==> src/rtl/channelizer_pkg.sv <==
// -----------------------------------------------------------------------------
// channelizer_pkg
// Shared definitions for the polyphase channelizer datapath (filterbank, dit
// wrappers and the post-FFT channel selector).
//   sel_state_e       : channel selector sequencing state
//   logn_matches()    : true when n == 2**logn, used for geometry checks
//   N_DEFAULT/LOGN_*  : reference channel geometry of the channelizer
// -----------------------------------------------------------------------------
package channelizer_pkg;

    typedef enum logic {
        WAIT_SYNC = 1'b0,
        RUN       = 1'b1
    } sel_state_e;

    localparam int N_DEFAULT    = 8;
    localparam int LOGN_DEFAULT = 3;

    function automatic bit logn_matches(input int n, input int logn);
        return (n == (1 << logn));
    endfunction

    localparam bit DEFAULT_GEOMETRY_OK = logn_matches(N_DEFAULT, LOGN_DEFAULT);

endpackage

==> src/rtl/channel_selector_if.sv <==
// -----------------------------------------------------------------------------
// channel_selector_if
// Sample stream, mask configuration and status bundle of the channel selector.
//   in_*   : FFT output stream (data, valid, metadata, frame/first-filter tags)
//   cfg_*  : requested channel mask and its load strobe
//   out_*  : kept samples with channel tag, plus error / mask_busy status
// Modports:
//   master : upstream/config side (drives in_*, cfg_*)
//   slave  : the selector itself (drives out_*, error, mask_busy)
// -----------------------------------------------------------------------------
interface channel_selector_if #(
    parameter int N     = 8,
    parameter int LOGN  = 3,
    parameter int WDTH  = 32,
    parameter int MWDTH = 1
);
    logic [WDTH-1:0]  in_data;
    logic             in_nd;
    logic [MWDTH-1:0] in_m;
    logic             in_first;
    logic             in_ff;
    logic [N-1:0]     cfg_mask;
    logic             cfg_valid;

    logic [WDTH-1:0]  out_data;
    logic             out_nd;
    logic [MWDTH-1:0] out_m;
    logic [LOGN-1:0]  out_channel;
    logic             out_first;
    logic             error;
    logic             mask_busy;

    modport master (
        output in_data, in_nd, in_m, in_first, in_ff, cfg_mask, cfg_valid,
        input  out_data, out_nd, out_m, out_channel, out_first, error, mask_busy
    );

    modport slave (
        input  in_data, in_nd, in_m, in_first, in_ff, cfg_mask, cfg_valid,
        output out_data, out_nd, out_m, out_channel, out_first, error, mask_busy
    );

endinterface

==> src/rtl/channel_mask_reg.sv <==
// -----------------------------------------------------------------------------
// channel_mask_reg
// Pending/active double buffer for the channel keep mask.
//   clk, rst_n : clock, synchronous active-low reset
//   i_load     : capture i_mask into pending (sets busy)
//   i_mask     : requested mask
//   i_commit   : frame boundary, copy pending to active (clears busy)
//   o_active   : mask used for the frame in progress
//   o_pending  : mask that the next commit will apply
//   o_busy     : a loaded mask has not been committed yet
// -----------------------------------------------------------------------------
module channel_mask_reg #(
    parameter int             N            = 8,
    parameter logic [N-1:0]   DEFAULT_MASK = {N{1'b1}}
) (
    input  logic         clk,
    input  logic         rst_n,
    input  logic         i_load,
    input  logic [N-1:0] i_mask,
    input  logic         i_commit,
    output logic [N-1:0] o_active,
    output logic [N-1:0] o_pending,
    output logic         o_busy
);

    logic [N-1:0] r_active;
    logic [N-1:0] r_pending;
    logic         r_busy;
    logic [N-1:0] w_next_pending;

    // A load landing on the boundary cycle is taken straight into the commit,
    // so the new mask governs the frame that starts next.
    assign w_next_pending = i_load ? i_mask : r_pending;

    always_ff @(posedge clk) begin
        if (!rst_n) begin
            r_active  <= DEFAULT_MASK;
            r_pending <= DEFAULT_MASK;
            r_busy    <= 1'b0;
        end else if (i_commit) begin
            r_active  <= w_next_pending;
            r_pending <= w_next_pending;
            r_busy    <= 1'b0;
        end else if (i_load) begin
            r_pending <= i_mask;
            r_busy    <= 1'b1;
        end
    end

    assign o_active  = r_active;
    assign o_pending = r_pending;
    assign o_busy    = r_busy;

endmodule

==> src/rtl/channel_selector.sv <==
// -----------------------------------------------------------------------------
// channel_selector
// Post-FFT channel selection: tags each sample with its channel index, keeps
// only channels enabled in the active mask, checks frame alignment against the
// first / first_filter markers and optionally resynchronises on a misplaced
// frame marker. Mask changes take effect at frame boundaries only.
//   clk, rst_n : clock, synchronous active-low reset
//   bus        : channel_selector_if.slave (input stream, config, outputs)
// Parameters: N channels (power of two, N == 2**LOGN), WDTH sample width,
// MWDTH metadata width, DEFAULT_MASK mask after reset, RESYNC realign mode.
//
// state     | meaning
// ----------+---------------------------------------------------------------
// WAIT_SYNC | discard samples until in_first arrives (RESYNC=1 after reset)
// RUN       | counting channels, tagging and filtering every valid sample
// -----------------------------------------------------------------------------
module channel_selector
    import channelizer_pkg::*;
#(
    parameter int           N            = 8,
    parameter int           LOGN         = 3,
    parameter int           WDTH         = 32,
    parameter int           MWDTH        = 1,
    parameter logic [N-1:0] DEFAULT_MASK = {N{1'b1}},
    parameter bit           RESYNC       = 1'b0
) (
    input  logic                 clk,
    input  logic                 rst_n,
    channel_selector_if.slave    bus
);

    if (!logn_matches(N, LOGN)) begin : g_bad_geometry
        $error("channel_selector: N must equal 2**LOGN");
    end

    localparam logic [LOGN-1:0] LAST_CH = LOGN'(N - 1);

    sel_state_e       r_state;
    sel_state_e       w_state_nxt;

    logic [LOGN-1:0]  r_channel;
    logic             r_armed;
    logic             r_error;
    logic [WDTH-1:0]  r_out_data;
    logic             r_out_nd;
    logic [MWDTH-1:0] r_out_m;
    logic [LOGN-1:0]  r_out_channel;
    logic             r_out_first;

    logic             w_accept;
    logic             w_sync;
    logic             w_misplaced;
    logic             w_align_err;
    logic [LOGN-1:0]  w_eff_ch;
    logic             w_commit;
    logic [N-1:0]     w_mask_bits;
    logic             w_keep;
    logic             w_first_armed;
    logic [N-1:0]     w_active;
    logic [N-1:0]     w_pending;
    logic             w_busy;

    channel_mask_reg #(
        .N            (N),
        .DEFAULT_MASK (DEFAULT_MASK)
    ) u_mask (
        .clk       (clk),
        .rst_n     (rst_n),
        .i_load    (bus.cfg_valid),
        .i_mask    (bus.cfg_mask),
        .i_commit  (w_commit),
        .o_active  (w_active),
        .o_pending (w_pending),
        .o_busy    (w_busy)
    );

    always_ff @(posedge clk) begin
        if (!rst_n) begin
            r_state <= RESYNC ? WAIT_SYNC : RUN;
        end else begin
            r_state <= w_state_nxt;
        end
    end

    always_comb begin
        w_state_nxt = r_state;
        w_accept    = 1'b0;
        w_sync      = 1'b0;
        w_misplaced = 1'b0;
        w_align_err = 1'b0;
        w_eff_ch    = r_channel;

        case (r_state)
            WAIT_SYNC: begin
                if (bus.in_nd && bus.in_first) begin
                    w_accept    = 1'b1;
                    w_sync      = 1'b1;
                    w_eff_ch    = '0;
                    w_align_err = (bus.in_ff != bus.in_first);
                    w_state_nxt = RUN;
                end
            end
            RUN: begin
                if (bus.in_nd) begin
                    w_accept    = 1'b1;
                    w_misplaced = bus.in_first && (r_channel != '0);
                    w_align_err = (bus.in_ff != bus.in_first) || w_misplaced;
                    if (RESYNC && w_misplaced) begin
                        w_sync   = 1'b1;
                        w_eff_ch = '0;
                    end
                end
            end
            default: begin
                w_state_nxt = RESYNC ? WAIT_SYNC : RUN;
            end
        endcase

        w_commit = w_accept && (w_sync || (w_eff_ch == LAST_CH));

        // A sync sample opens a new frame, so it is filtered with the mask
        // that this same boundary makes active.
        w_mask_bits = w_sync ? w_pending : w_active;
        w_keep      = w_accept && w_mask_bits[w_eff_ch];

        // Channel 0 (by wrap or by sync) rearms out_first for the frame.
        w_first_armed = (w_eff_ch == '0) || r_armed;
    end

    always_ff @(posedge clk) begin
        if (!rst_n) begin
            r_channel     <= '0;
            r_armed       <= 1'b0;
            r_error       <= 1'b0;
            r_out_data    <= '0;
            r_out_nd      <= 1'b0;
            r_out_m       <= '0;
            r_out_channel <= '0;
            r_out_first   <= 1'b0;
        end else begin
            r_out_nd    <= w_keep;
            r_out_first <= w_keep && w_first_armed;
            if (w_keep) begin
                r_out_data    <= bus.in_data;
                r_out_m       <= bus.in_m;
                r_out_channel <= w_eff_ch;
            end
            if (w_accept) begin
                r_channel <= w_eff_ch + LOGN'(1);
                r_armed   <= w_keep ? 1'b0 : w_first_armed;
            end
            if (w_align_err) begin
                r_error <= 1'b1;
            end
        end
    end

    assign bus.out_data    = r_out_data;
    assign bus.out_nd      = r_out_nd;
    assign bus.out_m       = r_out_m;
    assign bus.out_channel = r_out_channel;
    assign bus.out_first   = r_out_first;
    assign bus.error       = r_error;
    assign bus.mask_busy   = w_busy;

endmodule

==> src/flat_wrapper.sv <==
// flat-port wrapper written by rule: the top's interface ports become plain ports
module channel_selector_flat import channelizer_pkg::*;
#(
    parameter int           N            = 8,
    parameter int           LOGN         = 3,
    parameter int           WDTH         = 32,
    parameter int           MWDTH        = 1,
    parameter logic [N-1:0] DEFAULT_MASK = {N{1'b1}},
    parameter bit           RESYNC       = 1'b0
)
  (clk, rst_n, bus_in_data, bus_in_nd, bus_in_m, bus_in_first, bus_in_ff, bus_cfg_mask, bus_cfg_valid, bus_out_data, bus_out_nd, bus_out_m, bus_out_channel, bus_out_first, bus_error, bus_mask_busy);
  channel_selector_if #(.N(N), .LOGN(LOGN), .WDTH(WDTH), .MWDTH(MWDTH)) bus_i ();
  input  logic clk;
  input  logic rst_n;
  input wire logic [$bits(bus_i.in_data)-1:0] bus_in_data;
  input wire logic [$bits(bus_i.in_nd)-1:0] bus_in_nd;
  input wire logic [$bits(bus_i.in_m)-1:0] bus_in_m;
  input wire logic [$bits(bus_i.in_first)-1:0] bus_in_first;
  input wire logic [$bits(bus_i.in_ff)-1:0] bus_in_ff;
  input wire logic [$bits(bus_i.cfg_mask)-1:0] bus_cfg_mask;
  input wire logic [$bits(bus_i.cfg_valid)-1:0] bus_cfg_valid;
  output wire logic [$bits(bus_i.out_data)-1:0] bus_out_data;
  output wire logic [$bits(bus_i.out_nd)-1:0] bus_out_nd;
  output wire logic [$bits(bus_i.out_m)-1:0] bus_out_m;
  output wire logic [$bits(bus_i.out_channel)-1:0] bus_out_channel;
  output wire logic [$bits(bus_i.out_first)-1:0] bus_out_first;
  output wire logic [$bits(bus_i.error)-1:0] bus_error;
  output wire logic [$bits(bus_i.mask_busy)-1:0] bus_mask_busy;
  assign bus_i.in_data = bus_in_data;
  assign bus_i.in_nd = bus_in_nd;
  assign bus_i.in_m = bus_in_m;
  assign bus_i.in_first = bus_in_first;
  assign bus_i.in_ff = bus_in_ff;
  assign bus_i.cfg_mask = bus_cfg_mask;
  assign bus_i.cfg_valid = bus_cfg_valid;
  assign bus_out_data = bus_i.out_data;
  assign bus_out_nd = bus_i.out_nd;
  assign bus_out_m = bus_i.out_m;
  assign bus_out_channel = bus_i.out_channel;
  assign bus_out_first = bus_i.out_first;
  assign bus_error = bus_i.error;
  assign bus_mask_busy = bus_i.mask_busy;
  channel_selector #(.N(N), .LOGN(LOGN), .WDTH(WDTH), .MWDTH(MWDTH), .DEFAULT_MASK(DEFAULT_MASK), .RESYNC(RESYNC)) u_core (.clk(clk), .rst_n(rst_n), .bus(bus_i));
endmodule
==> config.mk <==
export PLATFORM = sky130hd
export DESIGN_NAME = channel_selector_flat
export DESIGN_NICKNAME = d
export VERILOG_FILES = /design/src/rtl/channelizer_pkg.sv /design/src/rtl/channel_selector_if.sv /design/src/rtl/channel_mask_reg.sv /design/src/rtl/channel_selector.sv /design/src/flat_wrapper.sv
export SDC_FILE = /design/constraint.sdc
export NUM_CORES = 1
export LEC_CHECK = 0
export BUFFER_PORTS_ARGS = -buffer_cell sky130_fd_sc_hd__buf_4
export CORE_AREA = 2 2 74 76
export CTS_CLUSTER_DIAMETER = 80
export DETAILED_ROUTE_END_ITERATION = 7
export DIE_AREA = 0 0 76 78
export PLACE_DENSITY = 0.77
export SETUP_SLACK_MARGIN = 0.4
export SLEW_MARGIN = 20
export SYNTH_ARGS = -nofsm -noshare
export SYNTH_HDL_FRONTEND = slang
export SYNTH_SLANG_ARGS = --single-unit
export TNS_END_PERCENT = 50
==> constraint.sdc <==
create_clock -name clk -period 3.2 [get_ports clk]
set_clock_uncertainty 0.15 [all_clocks]
set_input_delay 0 -clock clk [delete_from_list [all_inputs] [get_ports clk]]
set_output_delay 0 -clock clk [all_outputs]
set_load 0.01 [all_outputs]
# Yosys cells after proc, flatten, opt, wreduce, memory -nomap -nowiden
# Index checks and enable logic that the tools add are counted.
# totals
register_bits,61
latchBits,0
ramBits,0
mem_bits_ro,0
out_inout_bits,40
n_memories,0
# classes
addsub,1
multipliers,0
div,0
n_lt_le_gt_ge,1
eq_ne,2
shifts,0
n_mux,14
n_bitwise,2
reduce_logical,12
# op_table
operator,count
$mux 8,2
$mux 1,7
$mux 3,2
$logic_and 1x1->1,5
$lt 3x4->1 const B,1
$pmux 1 s2,2
$reduce_or 2->1,2
$add 3x1->3 const B,1
$bmux 1 s3,1
$eq 3x3->1 const B,1
$logic_not 3->1,1
$logic_or 1x1->1,3
$reduce_bool 3->1,1
$not 1->1,2
$ne 1x1->1,1

# Depth between registers and ports, before layout
# depth
depth_word,8
ltp_mapped,9
depth_no_buf,8

# Hierarchy
# Synthesis repeated with hierarchy kept, for this count alone.
# hier_totals
hier_cells,362
area_unflattened_um2,3103.0
# by_module_without_submodules
module,n_inst,cells_per_inst,area_each_um2,seq_area_each_um2
channel_selector,1,305,2462.4,880.8
channel_mask_reg,1,57,640.6,340.3

# Worst setup path after synthesis
# No wires, ideal clock.
# synth_path
path_type,register -> register
startpoint,register u_core.r_state
endpoint,"register u_core.u_mask.r_active[0], in the netlist u_core.u_mask.o_active[0]"
setup_ns,0.117
t_arrival_ns,2.166
required_time_ns,2.933
slack_ns,0.768
stages_incl_launch_ff,10
n_path_buf,1
period_less_slack_ns,2.432
path_cell_list,dfxtp_1 -> clkbuf_1 -> nand3b_1 -> and2_1 -> ha_1 -> ha_1 -> and2_0 -> o21ai_1 -> nand2_1 -> a22o_1
# synth_between
elab_chain_len,4
word_cells_on_any_way,7
cone_classes,1 x eq/ne; 3 x mux; 1 x bitwise; 2 x reduce/logical
# synth_lines
item,line_no,source
from (decl),channel_selector.sv:38,sel_state_e r_state;
from (signal assigned),channel_selector.sv:79,r_state <= RESYNC ? WAIT_SYNC : RUN;
from (signal assigned),channel_selector.sv:81,r_state <= w_state_nxt;
$mux 3,channel_selector.sv:93,case (r_state)
$eq 3x3->1,channel_selector.sv:119,w_commit = w_accept && (w_sync || (w_eff_ch == LAST_CH));
$logic_or 1x1->1,channel_selector.sv:119,
$logic_and 1x1->1 (*),channel_selector.sv:119,
to (signal assigned),channel_mask_reg.sv:41,r_active <= w_next_pending;
to (decl),channel_mask_reg.sv:26,logic [N-1:0] r_active;
# Every way passes the cells marked *; elsewhere a longest branch is shown, timed or not.
# A chain may end at the register's enable or synchronous reset.

# Worst setup path after layout
# layout_path
startpoint,register u_core.r_state
endpoint,"register u_core.u_mask.r_active[1], in the netlist u_core.u_mask.o_active[1]"
# Same word-level chain as after synthesis.

==> results.rst <==
.. list-table::
   :header-rows: 1

   * - Metric
     - Value
   * - Run status
     - finished clean
   * - Leftover overflow at the end of global routing
     - 0
   * - Internal
     - ~1300 uW
   * - Worst-margin pin slew
     - between 600 and 700 ps
   * - Type of element capturing the critical path
     - flip-flop
   * - Layout Cells excl Fill
     - 475
   * - Synth-to-Final Area Change
     - 61.3%
   * - First DRT Iteration DRCs
     - approximately 170
   * - Final net count
     - about 450
   * - Post-CTS Resized
     - 0
   * - Total power per unit cell area
     - roughly 450 mW/mm^2
   * - Part of the Yosys area used for sequential elements
     - approximately 50%
   * - Maximum number of pins on one net before global-route repair
     - 62
   * - Crit path time final
     - about 2500 ps
   * - Leakage power figure
     - 0.00181 uW
   * - Longest individual stage delay on the worst path
     - 420 ps
   * - H-Tree Level Count
     - 3
   * - Top library cells by usage in the layout, fill and taps aside
     - sky130_fd_sc_hd__buf_4 (89), sky130_fd_sc_hd__nand2_1 (85), sky130_fd_sc_hd__dlygate4sd3_1 (62), sky130_fd_sc_hd__dfxtp_1 (61), sky130_fd_sc_hd__mux2i_1 (46)
   * - Total wire length after detailed routing
     - approximately 6.6 mm
   * - Part of the total power dissipated in combinational logic
     - between 10% and 20%
   * - Most common cell after layout, fill and taps aside
     - sky130_fd_sc_hd__buf_4
   * - Die Y
     - 78 um
   * - Routed wirelength normalized by instance count
     - around 14 um
   * - Reg2Reg Capture Point
     - u_core.u_mask.o_active[1]
   * - Multi-input gate area
     - approximately 0.0011 sq mm
   * - Proportion of total power due to net switching
     - about a quarter
   * - Number of endpoints failing setup at the final stage
     - 0
   * - Crit path max-delay cell type
     - sky130_fd_sc_hd__dfxtp_1
   * - Setup repair after global routing missed its margin
     - no
   * - Relative slew slack
     - between 50% and 60%
   * - Register-to-Register Setup Slack
     - around 710 ps
   * - CP Max Fanout
     - 12
   * - Cells on worst reg2reg path
     - 9
   * - Initial Utilization
     - between 40% and 50%
   * - Post-DRT Antenna Nets
     - 0
   * - Global-route wire length before repair
     - 11.5 mm
   * - Hpwl dp
     - approximately 3.7 mm
   * - Fill cells
     - 340
   * - Count of different cell masters after synthesis
     - 28
   * - Die Outline Area
     - 0.00593 sq mm
   * - Launching point of the worst reg2reg path
     - u_core.r_state
   * - Clock transition time at the flip-flop clock pins of the worst setup and hold paths
     - 70 ps
   * - Last weighted congestion value of the routability-driven placer
     - 0.774
   * - Total Neg Setup Slack
     - 0 ps
   * - Peak supply drop
     - just over 0.0003 V
   * - Number of placed instances with taps included
     - between 300 and 400
   * - Critical hold path startpoint
     - rst_n
   * - DRC viols
     - 0
   * - Horizontal extent of the die
     - between 70 and 80 um
   * - Number of inserted diodes
     - 0
   * - Total number of yosys warnings
     - 0
   * - Setup crit start kind
     - flip-flop
   * - Cts bufs inserted
     - 9
   * - Data required time of the worst path
     - ~3300 ps
   * - Total number of vias
     - between 2000 and 2500
   * - Count of pins over their slew limit
     - 0
   * - Rows
     - 26
   * - Core region area
     - ~0.0050 sq mm
   * - Highest achievable clock rate
     - approximately 400 MHz
   * - Count of pins on the block boundary
     - 87
   * - Cell count after synthesis
     - 256
   * - Drt pass-1 iters
     - 4
   * - Reported net switching power
     - 449 uW
   * - Total global-route track usage
     - 24.4%
   * - TritonCTS clock tree
     - built
   * - Series of cell instances along the critical path
     - nand3b_1 > and2_1 > ha_1 > ha_1 > and2_0 > o21ai_1 > buf_4 > nand2_1 > a22o_1
   * - Post-synthesis instance area
     - 0.00243 sq mm
   * - Setup CP Type
     - reg -> reg
   * - Final-report hold violation count
     - 0
   * - Post-route fraction of the period consumed by the critical path
     - between 70% and 80%
   * - Longest Clk Path Bufs
     - 2
   * - Most used cell, CP
     - sky130_fd_sc_hd__ha_1
   * - Part of the total power dissipated in the clock network
     - a little over a third
   * - Cell at the root of the clock tree
     - sky130_fd_sc_hd__clkbuf_8
   * - TritonCTS sink count
     - a little over 60
   * - Fraction of final layout cells with drive strength greater than 1
     - a little over a quarter
   * - Clock latency on the worst-skew pair
     - about 330 ps
   * - Number of buffers added on ports
     - 86
   * - Hold path endpoint
     - u_core.r_channel[0]
   * - Worst endpoint data arrival time
     - ~2600 ps
   * - Via count of the first global-routing pass
     - around 2500
   * - Detail-routed via count per cell
     - just under 5
   * - Kind of path behind the tightest hold check
     - in -> reg
   * - Hold Path Cell Cnt
     - 3
   * - Post-Synthesis Mean Instance Area
     - between 9 and 10 sq um
   * - Net count of the mapped netlist
     - 305
   * - Antenna violations before repair
     - 0
   * - Flops & latches, synth
     - 61
   * - Area taken by flip-flops and latches
     - approximately 0.0012 sq mm
   * - Max_cap viols
     - 0
   * - Portion of total power attributed to sequential cells
     - between 40% and 50%
## how the worst max path moves through the flow
stage	startpoint	end	slack [ps]
after detailed placement	u_core.r_state	u_core.u_mask.o_active[6]	780
after global routing	u_core.r_state	u_core.u_mask.o_active[1]	520
after global placement	u_core.r_state	u_core.bus.out_data[14]	810
after CTS	u_core.r_state	u_core.u_mask.o_active[4]	760
final	u_core.r_state	u_core.u_mask.o_active[1]	710
after floorplan	u_core.r_state	u_core.u_mask.o_active[0]	770
## synth_stat cells
master,number,area (sq um)
sky130_fd_sc_hd__dfxtp_1,61,1220
sky130_fd_sc_hd__o311a_1,3,30.0
sky130_fd_sc_hd__o21ai_1,1,5.00
sky130_fd_sc_hd__o21ai_0,1,5.00
sky130_fd_sc_hd__a21oi_1,3,15.0
sky130_fd_sc_hd__clkbuf_1,14,52.6
sky130_fd_sc_hd__buf_6,2,22.5
sky130_fd_sc_hd__nor2b_1,3,18.8
sky130_fd_sc_hd__nand2_1,85,319
sky130_fd_sc_hd__nand3b_1,2,15.0
sky130_fd_sc_hd__a31oi_1,1,6.26
sky130_fd_sc_hd__mux4_2,1,22.5
sky130_fd_sc_hd__buf_2,2,10.0
sky130_fd_sc_hd__inv_1,2,7.51
sky130_fd_sc_hd__nand4_1,2,12.5
sky130_fd_sc_hd__nand3_1,1,5.00
sky130_fd_sc_hd__mux2i_1,46,460
sky130_fd_sc_hd__and2_0,1,6.26
sky130_fd_sc_hd__a21o_1,2,15.0
sky130_fd_sc_hd__a22o_1,8,70.1
sky130_fd_sc_hd__nor2_1,4,15.0
sky130_fd_sc_hd__mux2_2,1,11.3
sky130_fd_sc_hd__nor3_1,1,5.00
sky130_fd_sc_hd__ha_1,2,25.0
sky130_fd_sc_hd__o32ai_1,1,8.76
sky130_fd_sc_hd__and2_1,4,25.0
sky130_fd_sc_hd__nor3b_2,1,12.5
sky130_fd_sc_hd__a21boi_0,1,7.51
## cell families (layout without fill, tap and decap cells)
kind of cell	after synthesis	count (layout)	synth area share (%)
buffers and inverters	20	169	3.81
DFF	61	61	50.3
AOI/OAI and AO/OA	21	21	6.69
adders and majority gates	2	2	1.03
and+or+nand+nor	104	104	17.9
muxes	48	48	20.3
## metal layers
metal | GRT usage (%) | part of all wire [%] | vias up
li1 | - | - | 1149
met1 | 26.3 | 38 | 1069
met2 | 44.6 | 54 | 75
met3 | 5.47 | 5.5 | 17
met4 | 13.3 | 2.8 | 0
met5 | 0 | 0 | -
## final cells by class
| class | count | share of cell area [%] |
|---|---|---|
| flip-flops and latches | 61 | 31.2 |
| inverters | 2 | 0.192 |
| clock inverters | 5 | 0.894 |
| multi-input cells | 175 | 28.8 |
| well taps | 70 | 2.23 |
| repair buffers | 151 | 32.9 |
| clock buffers | 11 | 3.86 |
## power by group through the flow
stage / sequential, uW / clock [uW] / combinational [uW]
floorplan: 852 / 0 / 101
global placement: 838 / 0 / 219
detailed placement: 839 / 0 / 223
CTS: 823 / 638 / 288
global route: 829 / 677 / 319
finish: 824 / 627 / 293
## flip-flops by register name, indices dropped and copies added, names as in the netlist
name	count
u_core.bus.error	1
u_core.bus.out_channel	3
u_core.bus.out_data	32
u_core.bus.out_first	1
u_core.bus.out_m	1
u_core.bus.out_nd	1
u_core.r_armed	1
u_core.r_channel	3
u_core.r_state	1
u_core.u_mask.o_active	8
u_core.u_mask.o_busy	1
u_core.u_mask.o_pending	8
## repair_timing
action | CTS | global route
setup buffers | 0 | 0
hold endpoints to repair | 55 | 0
hold buffers | 62 | 0
## worst max-delay path: cells and delay by family (launching register included)
kind	cells	cell delay (ps)
and+or+nand+nor	4	800
AOI/OAI and AO/OA	2	430
DFF	1	420
adders and majority gates	2	380
buffers and inverters	1	180
## metrics by stage
| step | hold slack [ps] | power (uW) | area, sq um | util, % | setup WS [ps] |
|---|---|---|---|---|---|
| floorplan | -7.88 | 953 | 2430 | - | 768 |
| global placement | 92.7 | 1060 | 3100 | 61.5 | 814 |
| detailed placement | 95.8 | 1060 | 3110 | 61.7 | 776 |
| CTS | 2.10 | 1750 | 3920 | 77.7 | 756 |
| global route | 44.9 | 1830 | 3920 | 77.7 | 515 |
| finish | 26.0 | 1740 | 3920 | 77.7 | 708 |
Note: power is estimated with default switching activity, not from simulation.
